`config.mk`:
```
export PLATFORM = sky130hd
export DESIGN_NAME = bulls_cows_game_n_flat
export DESIGN_NICKNAME = d
export VERILOG_FILES = /design/src/rtl/bc_pkg.sv /design/src/rtl/bulls_cows_game_n_if.sv /design/src/rtl/bc_digit_validator.sv /design/src/rtl/bulls_cows_game_n.sv /design/src/flat_wrapper.sv
export SDC_FILE = /design/constraint.sdc
export NUM_CORES = 1
export LEC_CHECK = 0
export ABC_CLOCK_PERIOD_IN_PS = 5750
export CAP_MARGIN = 20
export CORE_AREA = 4 4 123 125
export CTS_CLUSTER_SIZE = 12
export DETAILED_ROUTE_END_ITERATION = 16
export DIE_AREA = 0 0 127 129
export PLACE_DENSITY = 0.58
export SYNTH_ARGS = -nofsm -noshare
export SYNTH_HDL_FRONTEND = slang
export SYNTH_SLANG_ARGS = --single-unit
```
`constraint.sdc`:
```
create_clock -name clock -period 5.75 [get_ports clock]
set_clock_uncertainty 0.15 [all_clocks]
set_input_delay 0.8625 -clock clock [delete_from_list [all_inputs] [get_ports clock]]
set_output_delay 0.8625 -clock clock [all_outputs]
set_load 0.02 [all_outputs]
```
`src/rtl/bc_pkg.sv`:
```
// rtl/bc_pkg.sv - shared types and constants for the bulls and cows engine
package bc_pkg;

    typedef enum logic [3:0] {
        P1_SETUP = 4'd0,
        P2_SETUP = 4'd1,
        P1_GUESS = 4'd2,
        P2_GUESS = 4'd3,
        CHECK    = 4'd4,
        SCORE    = 4'd5,
        RESULT   = 4'd6,
        WIN      = 4'd7,
        DRAW     = 4'd8
    } state_t;

    // Never a legal digit; marks "no digit selected".
    localparam int DIGIT_NULL = 15;

endpackage

```
`src/rtl/bulls_cows_game_n_if.sv`:
```
// rtl/bulls_cows_game_n_if.sv - entry inputs and game status outputs of the engine
interface bulls_cows_game_n_if
    import bc_pkg::*;
#(
    parameter int N_DIGITS   = 4,
    parameter int DIGIT_W    = 4,
    parameter int MAX_ROUNDS = 10
);
    localparam int CW = $clog2(N_DIGITS + 1);
    localparam int RW = $clog2(MAX_ROUNDS + 1);

    logic                         confirma;
    logic [N_DIGITS*DIGIT_W-1:0]  SW;
    state_t                       state_o;
    logic                         player_o;
    logic [CW-1:0]                bulls_o;
    logic [CW-1:0]                cows_o;
    logic [RW-1:0]                round_o;
    logic                         err_o;
    logic                         winner_o;
    logic [2*N_DIGITS-1:0]        led_o;

    modport master (
        output confirma, SW,
        input  state_o, player_o, bulls_o, cows_o, round_o, err_o, winner_o, led_o
    );

    modport slave (
        input  confirma, SW,
        output state_o, player_o, bulls_o, cows_o, round_o, err_o, winner_o, led_o
    );

endinterface

```
`src/rtl/bc_digit_validator.sv`:
```
// rtl/bc_digit_validator.sv - combinational check that all digits are distinct and in range
module bc_digit_validator #(
    parameter int N_DIGITS  = 4,
    parameter int DIGIT_W   = 4,
    parameter int MAX_DIGIT = 9
) (
    input  logic [N_DIGITS*DIGIT_W-1:0] digits,
    output logic                        valid
);

    always_comb begin
        valid = 1'b1;
        for (int i = 0; i < N_DIGITS; i++) begin
            if (int'(digits[i*DIGIT_W +: DIGIT_W]) > MAX_DIGIT) valid = 1'b0;
            for (int j = i + 1; j < N_DIGITS; j++) begin
                if (digits[i*DIGIT_W +: DIGIT_W] == digits[j*DIGIT_W +: DIGIT_W]) valid = 1'b0;
            end
        end
    end

endmodule

```
`src/rtl/bulls_cows_game_n.sv`:
```
// rtl/bulls_cows_game_n.sv - two-player bulls and cows engine scoring one digit per clock
module bulls_cows_game_n
    import bc_pkg::*;
#(
    parameter int N_DIGITS   = 4,
    parameter int DIGIT_W    = 4,
    parameter int MAX_DIGIT  = 9,
    parameter int MAX_ROUNDS = 10
) (
    input  logic              clock,
    input  logic              reset,
    bulls_cows_game_n_if.slave bus
);

    localparam int SW_W = N_DIGITS * DIGIT_W;
    localparam int CW   = $clog2(N_DIGITS + 1);
    localparam int RW   = $clog2(MAX_ROUNDS + 1);
    localparam int IW   = (N_DIGITS > 1) ? $clog2(N_DIGITS) : 1;
    localparam logic [CW-1:0] CW_MAX   = CW'(N_DIGITS);
    localparam logic [RW-1:0] RW_MAX   = RW'(MAX_ROUNDS);
    localparam logic [RW-1:0] RW_LAST  = RW'(MAX_ROUNDS - 1);
    localparam logic [IW-1:0] IDX_LAST = IW'(N_DIGITS - 1);

    state_t                state, state_n, ret_state;
    logic                  cfm_q, cfm_edge;
    logic [SW_W-1:0]       secret1, secret2, guess, entry, target;
    logic                  entry_ok;
    logic                  player, err, winner;
    logic [CW-1:0]         bulls, cows, bacc, cacc, bulls_n, cows_n;
    logic [RW-1:0]         rounds;
    logic [IW-1:0]         idx;
    logic [2*N_DIGITS-1:0] led, led_n;
    logic [DIGIT_W-1:0]    cur_g;
    logic                  is_bull, is_cow;

    assign cfm_edge = bus.confirma & ~cfm_q;
    assign target   = player ? secret1 : secret2;

    always_comb begin
        case (ret_state)
            P1_SETUP: entry = secret1;
            P2_SETUP: entry = secret2;
            default:  entry = guess;
        endcase
    end

    bc_digit_validator #(
        .N_DIGITS (N_DIGITS),
        .DIGIT_W  (DIGIT_W),
        .MAX_DIGIT(MAX_DIGIT)
    ) u_validator (
        .digits(entry),
        .valid (entry_ok)
    );

    // One guess digit per cycle against the whole secret; distinct digits mean at most one hit.
    always_comb begin
        cur_g = DIGIT_W'(DIGIT_NULL);
        for (int i = 0; i < N_DIGITS; i++) begin
            if (idx == IW'(i)) cur_g = guess[i*DIGIT_W +: DIGIT_W];
        end
        is_bull = 1'b0;
        is_cow  = 1'b0;
        for (int j = 0; j < N_DIGITS; j++) begin
            if (cur_g == target[j*DIGIT_W +: DIGIT_W]) begin
                if (idx == IW'(j)) is_bull = 1'b1;
                else               is_cow  = 1'b1;
            end
        end
        bulls_n = bacc;
        cows_n  = cacc;
        if (is_bull && bacc < CW_MAX) bulls_n = bacc + CW'(1);
        if (is_cow  && cacc < CW_MAX) cows_n  = cacc + CW'(1);
        led_n = '0;
        for (int i = 0; i < N_DIGITS; i++) begin
            led_n[i]            = (CW'(i) < bulls_n);
            led_n[N_DIGITS + i] = (CW'(i) < cows_n);
        end
    end

    always_comb begin
        state_n = state;
        case (state)
            P1_SETUP, P2_SETUP, P1_GUESS, P2_GUESS: if (cfm_edge) state_n = CHECK;
            CHECK: begin
                if (!entry_ok)                 state_n = ret_state;
                else if (ret_state == P1_SETUP) state_n = P2_SETUP;
                else if (ret_state == P2_SETUP) state_n = P1_GUESS;
                else                            state_n = SCORE;
            end
            SCORE: if (idx == IDX_LAST) state_n = RESULT;
            RESULT: begin
                if (cfm_edge) begin
                    if (bulls == CW_MAX)      state_n = WIN;
                    else if (!player)         state_n = P2_GUESS;
                    else if (rounds >= RW_LAST) state_n = DRAW;
                    else                      state_n = P1_GUESS;
                end
            end
            WIN:     if (cfm_edge) state_n = P1_SETUP;
            DRAW:    state_n = DRAW;
            default: state_n = P1_SETUP;
        endcase
    end

    always_ff @(posedge clock or posedge reset) begin
        if (reset) state <= P1_SETUP;
        else       state <= state_n;
    end

    // cfm_q resets high so a button held through reset needs a release before it counts.
    always_ff @(posedge clock or posedge reset) begin
        if (reset) begin
            cfm_q     <= 1'b1;
            secret1   <= '0;
            secret2   <= '0;
            guess     <= '0;
            ret_state <= P1_SETUP;
            player    <= 1'b0;
            err       <= 1'b0;
            winner    <= 1'b0;
            bulls     <= '0;
            cows      <= '0;
            bacc      <= '0;
            cacc      <= '0;
            rounds    <= '0;
            idx       <= '0;
            led       <= '0;
        end else begin
            cfm_q <= bus.confirma;
            case (state)
                P1_SETUP, P2_SETUP, P1_GUESS, P2_GUESS: begin
                    if (cfm_edge) begin
                        case (state)
                            P1_SETUP: secret1 <= bus.SW;
                            P2_SETUP: secret2 <= bus.SW;
                            default:  guess   <= bus.SW;
                        endcase
                        ret_state <= state;
                        err       <= 1'b0;
                    end
                end
                CHECK: begin
                    if (!entry_ok) begin
                        err <= 1'b1;
                    end else begin
                        idx  <= '0;
                        bacc <= '0;
                        cacc <= '0;
                    end
                end
                SCORE: begin
                    bacc <= bulls_n;
                    cacc <= cows_n;
                    if (idx != IDX_LAST) begin
                        idx <= idx + IW'(1);
                    end else begin
                        bulls <= bulls_n;
                        cows  <= cows_n;
                        led   <= led_n;
                    end
                end
                RESULT: begin
                    if (cfm_edge) begin
                        if (bulls == CW_MAX) begin
                            winner <= player;
                        end else if (!player) begin
                            player <= 1'b1;
                        end else begin
                            if (rounds < RW_MAX) rounds <= rounds + RW'(1);
                            if (rounds < RW_LAST) player <= 1'b0;
                        end
                    end
                end
                WIN: begin
                    if (cfm_edge) begin
                        secret1   <= '0;
                        secret2   <= '0;
                        guess     <= '0;
                        ret_state <= P1_SETUP;
                        player    <= 1'b0;
                        err       <= 1'b0;
                        winner    <= 1'b0;
                        bulls     <= '0;
                        cows      <= '0;
                        bacc      <= '0;
                        cacc      <= '0;
                        rounds    <= '0;
                        idx       <= '0;
                        led       <= '0;
                    end
                end
                default: ;
            endcase
        end
    end

    assign bus.state_o  = state;
    assign bus.player_o = player;
    assign bus.bulls_o  = bulls;
    assign bus.cows_o   = cows;
    assign bus.round_o  = rounds;
    assign bus.err_o    = err;
    assign bus.winner_o = winner;
    assign bus.led_o    = led;

endmodule
```
`src/flat_wrapper.sv`:
```
// flat-port wrapper written by rule: the top's interface ports become plain ports
module bulls_cows_game_n_flat import bc_pkg::*;
#(
    parameter int N_DIGITS   = 4,
    parameter int DIGIT_W    = 4,
    parameter int MAX_DIGIT  = 9,
    parameter int MAX_ROUNDS = 10
)
  (clock, reset, bus_confirma, bus_SW, bus_state_o, bus_player_o, bus_bulls_o, bus_cows_o, bus_round_o, bus_err_o, bus_winner_o, bus_led_o);
  bulls_cows_game_n_if #(.N_DIGITS(N_DIGITS), .DIGIT_W(DIGIT_W), .MAX_ROUNDS(MAX_ROUNDS)) bus_i ();
  input  logic clock;
  input  logic reset;
  input wire logic [$bits(bus_i.confirma)-1:0] bus_confirma;
  input wire logic [$bits(bus_i.SW)-1:0] bus_SW;
  output wire logic [$bits(bus_i.state_o)-1:0] bus_state_o;
  output wire logic [$bits(bus_i.player_o)-1:0] bus_player_o;
  output wire logic [$bits(bus_i.bulls_o)-1:0] bus_bulls_o;
  output wire logic [$bits(bus_i.cows_o)-1:0] bus_cows_o;
  output wire logic [$bits(bus_i.round_o)-1:0] bus_round_o;
  output wire logic [$bits(bus_i.err_o)-1:0] bus_err_o;
  output wire logic [$bits(bus_i.winner_o)-1:0] bus_winner_o;
  output wire logic [$bits(bus_i.led_o)-1:0] bus_led_o;
  assign bus_i.confirma = bus_confirma;
  assign bus_i.SW = bus_SW;
  assign bus_state_o = bus_i.state_o;
  assign bus_player_o = bus_i.player_o;
  assign bus_bulls_o = bus_i.bulls_o;
  assign bus_cows_o = bus_i.cows_o;
  assign bus_round_o = bus_i.round_o;
  assign bus_err_o = bus_i.err_o;
  assign bus_winner_o = bus_i.winner_o;
  assign bus_led_o = bus_i.led_o;
  bulls_cows_game_n #(.N_DIGITS(N_DIGITS), .DIGIT_W(DIGIT_W), .MAX_DIGIT(MAX_DIGIT), .MAX_ROUNDS(MAX_ROUNDS)) u_core (.clock(clock), .reset(reset), .bus(bus_i));
endmodule
```
==> qor.yml <==
outcome: "complete, no violations"
start_util_pct: 39.68
intPower_mw: 2.280
setup.worst_path.class: "register to register"
grt_pass1_wl_um: 25330
place_area_mm2: 0.005974
async_reset_ff_share_pct: 100.0
synth-seq-cells: 84
fin_setup_tns_ns: 0
fmax_mhz: 274.6
nNetsFinal: 646
crit_arrival_ns: 3.72
synth_common_cells: "83 x dfrtp_1, 78 x nand2_1, 47 x o21ai_0"
final_cells: 803
ys_seq_area_share_pct: 38.19
r2r-start: "u_core.idx[0]"
utilization_pct: 45.54
hp-start: "u_core.bus.err_o"
synthMostInstantiatedCell: "dfrtp_1"
gp_congestion: 0.8962
synth_top_cell_area_share_pct: 37.71
synth-edff-count: 0
gr-usage-all-layers_pct: 19.82
fin_crit_ns: 3.642
relSlewSlack_pct: 24.49
dp.cells: 785
ios: 44
num_vias: 4589
numClockSinks: 84
cts_resized: 0
cts_hold_buf: 0
power_frac_seq_pct: 31.2
cellLeakagePower_nw: 2.752
syn_area_mm2: 0.005508
synth_cell_types: 67
core_area_mm2: 0.01388
vias_per_cell: 5.715
synth_area_leaders: "dfrtp_1 38%, mux2i_1 6.0%, xnor2_1 5.6%"
maxCapViolCount: 0
cp_top_family: "simple AND/OR/NAND/NOR gates"
tritoncts: "built"
fill_cells: 1362
clkLatencyLatePin_ns: 0.35
ys.flop_type: "dfrtp_1"
cts_root_buffer: "clkbuf_16"
dp_hpwl_um: 11360
swShare_pct: 46.25
grt_max_degree: 48
worst_pin_slew_ns: 1.124
p_sw_mw: 1.962
setup_viol: 0
synth_cells: 613
critPathMostFrequentCell: "a221o_1"
setup_slack_ns: 2.108
antenna_found_initial: 0
grt_pass1_vias: 4526
overflow: 0
antenna_cells: 0
synth_fp_nets: 641
synth_largest_area_cell: "dfrtp_1"
slew_violations: 0
ir_worst_vdd_mv: 0.2977
fp.dieH_um: 129
power_per_cell_area_mw_per_mm2: 671.1
die_w_um: 127
cpMaxStageDelayCell: "dfrtp_1"
design_area_mm2: 0.006321
area_growth_pct: 14.77
fin_crit_sh_pct: 63.34
ant_nets: 0
cts_buffer_depth: 2
worstPathCellList: "ha_1 > or2_0 > a221o_1 > and3_1 > nor4b_1 > nor4b_2 > o41a_1 > mux2i_1 > a221o_1"
drive_above_1_share_pct: 5.939
hold_path.class: "register to register"
rsz0062_at_grt: "no"
wl_per_cell_um: 19.31
die-area_mm2: 0.01638
crit_buf_inv: 0
finalHoldViolCount: 0
hold_ws_ns: 0.3409
worstPathRequired_ns: 5.83
syn_avg_cell_area_um2: 8.985
crit_path_max_incr_delay_ns: 0.43
critPathLaunchType: "register"
wirelength_um: 15510
h-tree-depth: 3
post_cts_buffers: 0
combPwrFrac_pct: 54.6
drt_iter0_drc: 275
ys_warn_count: 0
end_kind: "register"
dp_slack_ns: 2.062
multiInputGateArea_mm2: 0.003143
cts_inserted_buffers: 9
rows: 43
numPortBuffers: 43
finalPower_mw: 4.242
firstDrtPassIters: 6
clkPwrFrac_pct: 14.2
critPathLaunch: "u_core.idx[0]"
seqCellArea_mm2: 0.002103
drc_errors: 0
clk_pin_slew_worst_paths_ns: 0.06
path_max_fanout: 16
path summary, 6_finish.rpt:
check,endpoint,slack [ns],depth (start not counted)
max,u_core.bus.led_o[4],2.11,9
min,u_core.bus.err_o,0.34,1
max reg2reg,u_core.bus.led_o[4],2.11,9
min reg2reg,u_core.bus.err_o,0.34,1
max in group asynchronous,u_core.guess[2],3.67,3
min in group asynchronous,u_core.bus.round_o[0],0.76,2
flip-flops by register name, indices dropped and copies added (netlist names), 2 cells and up:
| register | cells |
|---|---|
| u_core.guess | 16 |
| u_core.bus.cows_o | 2 |
| u_core.bus.bulls_o | 2 |
| u_core.secret2 | 16 |
| u_core.idx | 2 |
| u_core.bus.led_o | 8 |
| u_core.cacc | 3 |
| u_core.bus.round_o | 4 |
| u_core.secret1 | 16 |
| u_core.ret_state | 4 |
| u_core.bus.state_o | 4 |
| u_core.bacc | 3 |
cells in the final DEF (no fill, tap or decap), types with 4 or more instances in the layout:
cell,Yosys,final
a221o_1,9,9
and3_1,4,4
a22oi_1,7,7
clkdlybuf4s50_1,0,43
or3_1,6,6
and2_1,4,4
mux2_2,4,4
xor2_1,35,35
a31oi_1,4,4
o22ai_1,6,6
ha_1,9,9
a21o_1,5,5
a22o_1,21,21
nand4_1,8,8
nand2_1,78,78
a211oi_1,4,4
nand3_1,13,13
nor3_1,8,7
dfrtp_1,83,83
clkbuf_16,0,9
a21oi_1,19,19
nor4_1,9,9
inv_1,9,8
xnor2_1,35,35
nor2b_1,7,7
nor2_1,32,32
nand2b_1,8,8
mux2i_1,33,33
o21ai_0,47,47
cells by family after synthesis:
family / after synthesis / synth area share [%]
multiplexers: 37 / 6.815
XOR/XNOR: 70 / 11.13
buffers and inverters: 65 / 4.839
flip-flops: 84 / 38.19
adder cells (fa/ha/maj): 9 / 2.045
AND/OR/NAND/NOR: 198 / 17.99
AO/OA/AOI/OAI: 150 / 18.99
power groups by stage:
stage	logic [mW]	registers [mW]	clock network, mW
floorplan	1.91	1.07	0
global placement	2.24	1.33	0
detailed placement	2.26	1.34	0
CTS	2.28	1.34	0.617
global route	2.54	1.37	0.641
finish	2.32	1.32	0.603
per-layer routing:
layer	wire (um)	vias up	track usage (%)
met4	358	0	6.435
met5	0	-	0
met3	645	25	3.944
met2	7271	133	31.76
li1	-	2189	-
met1	7233	2242	27.08
cell type report:
class	instances	share of cell area, %
multi-input cells	464	49.72
clock buffers	12	4.058
well taps	180	3.563
flip-flops and latches	84	33.27
inverters	10	0.6136
repair buffers	49	8.017
clock inverters	4	0.7522
Power figures use the tool's default switching activity.
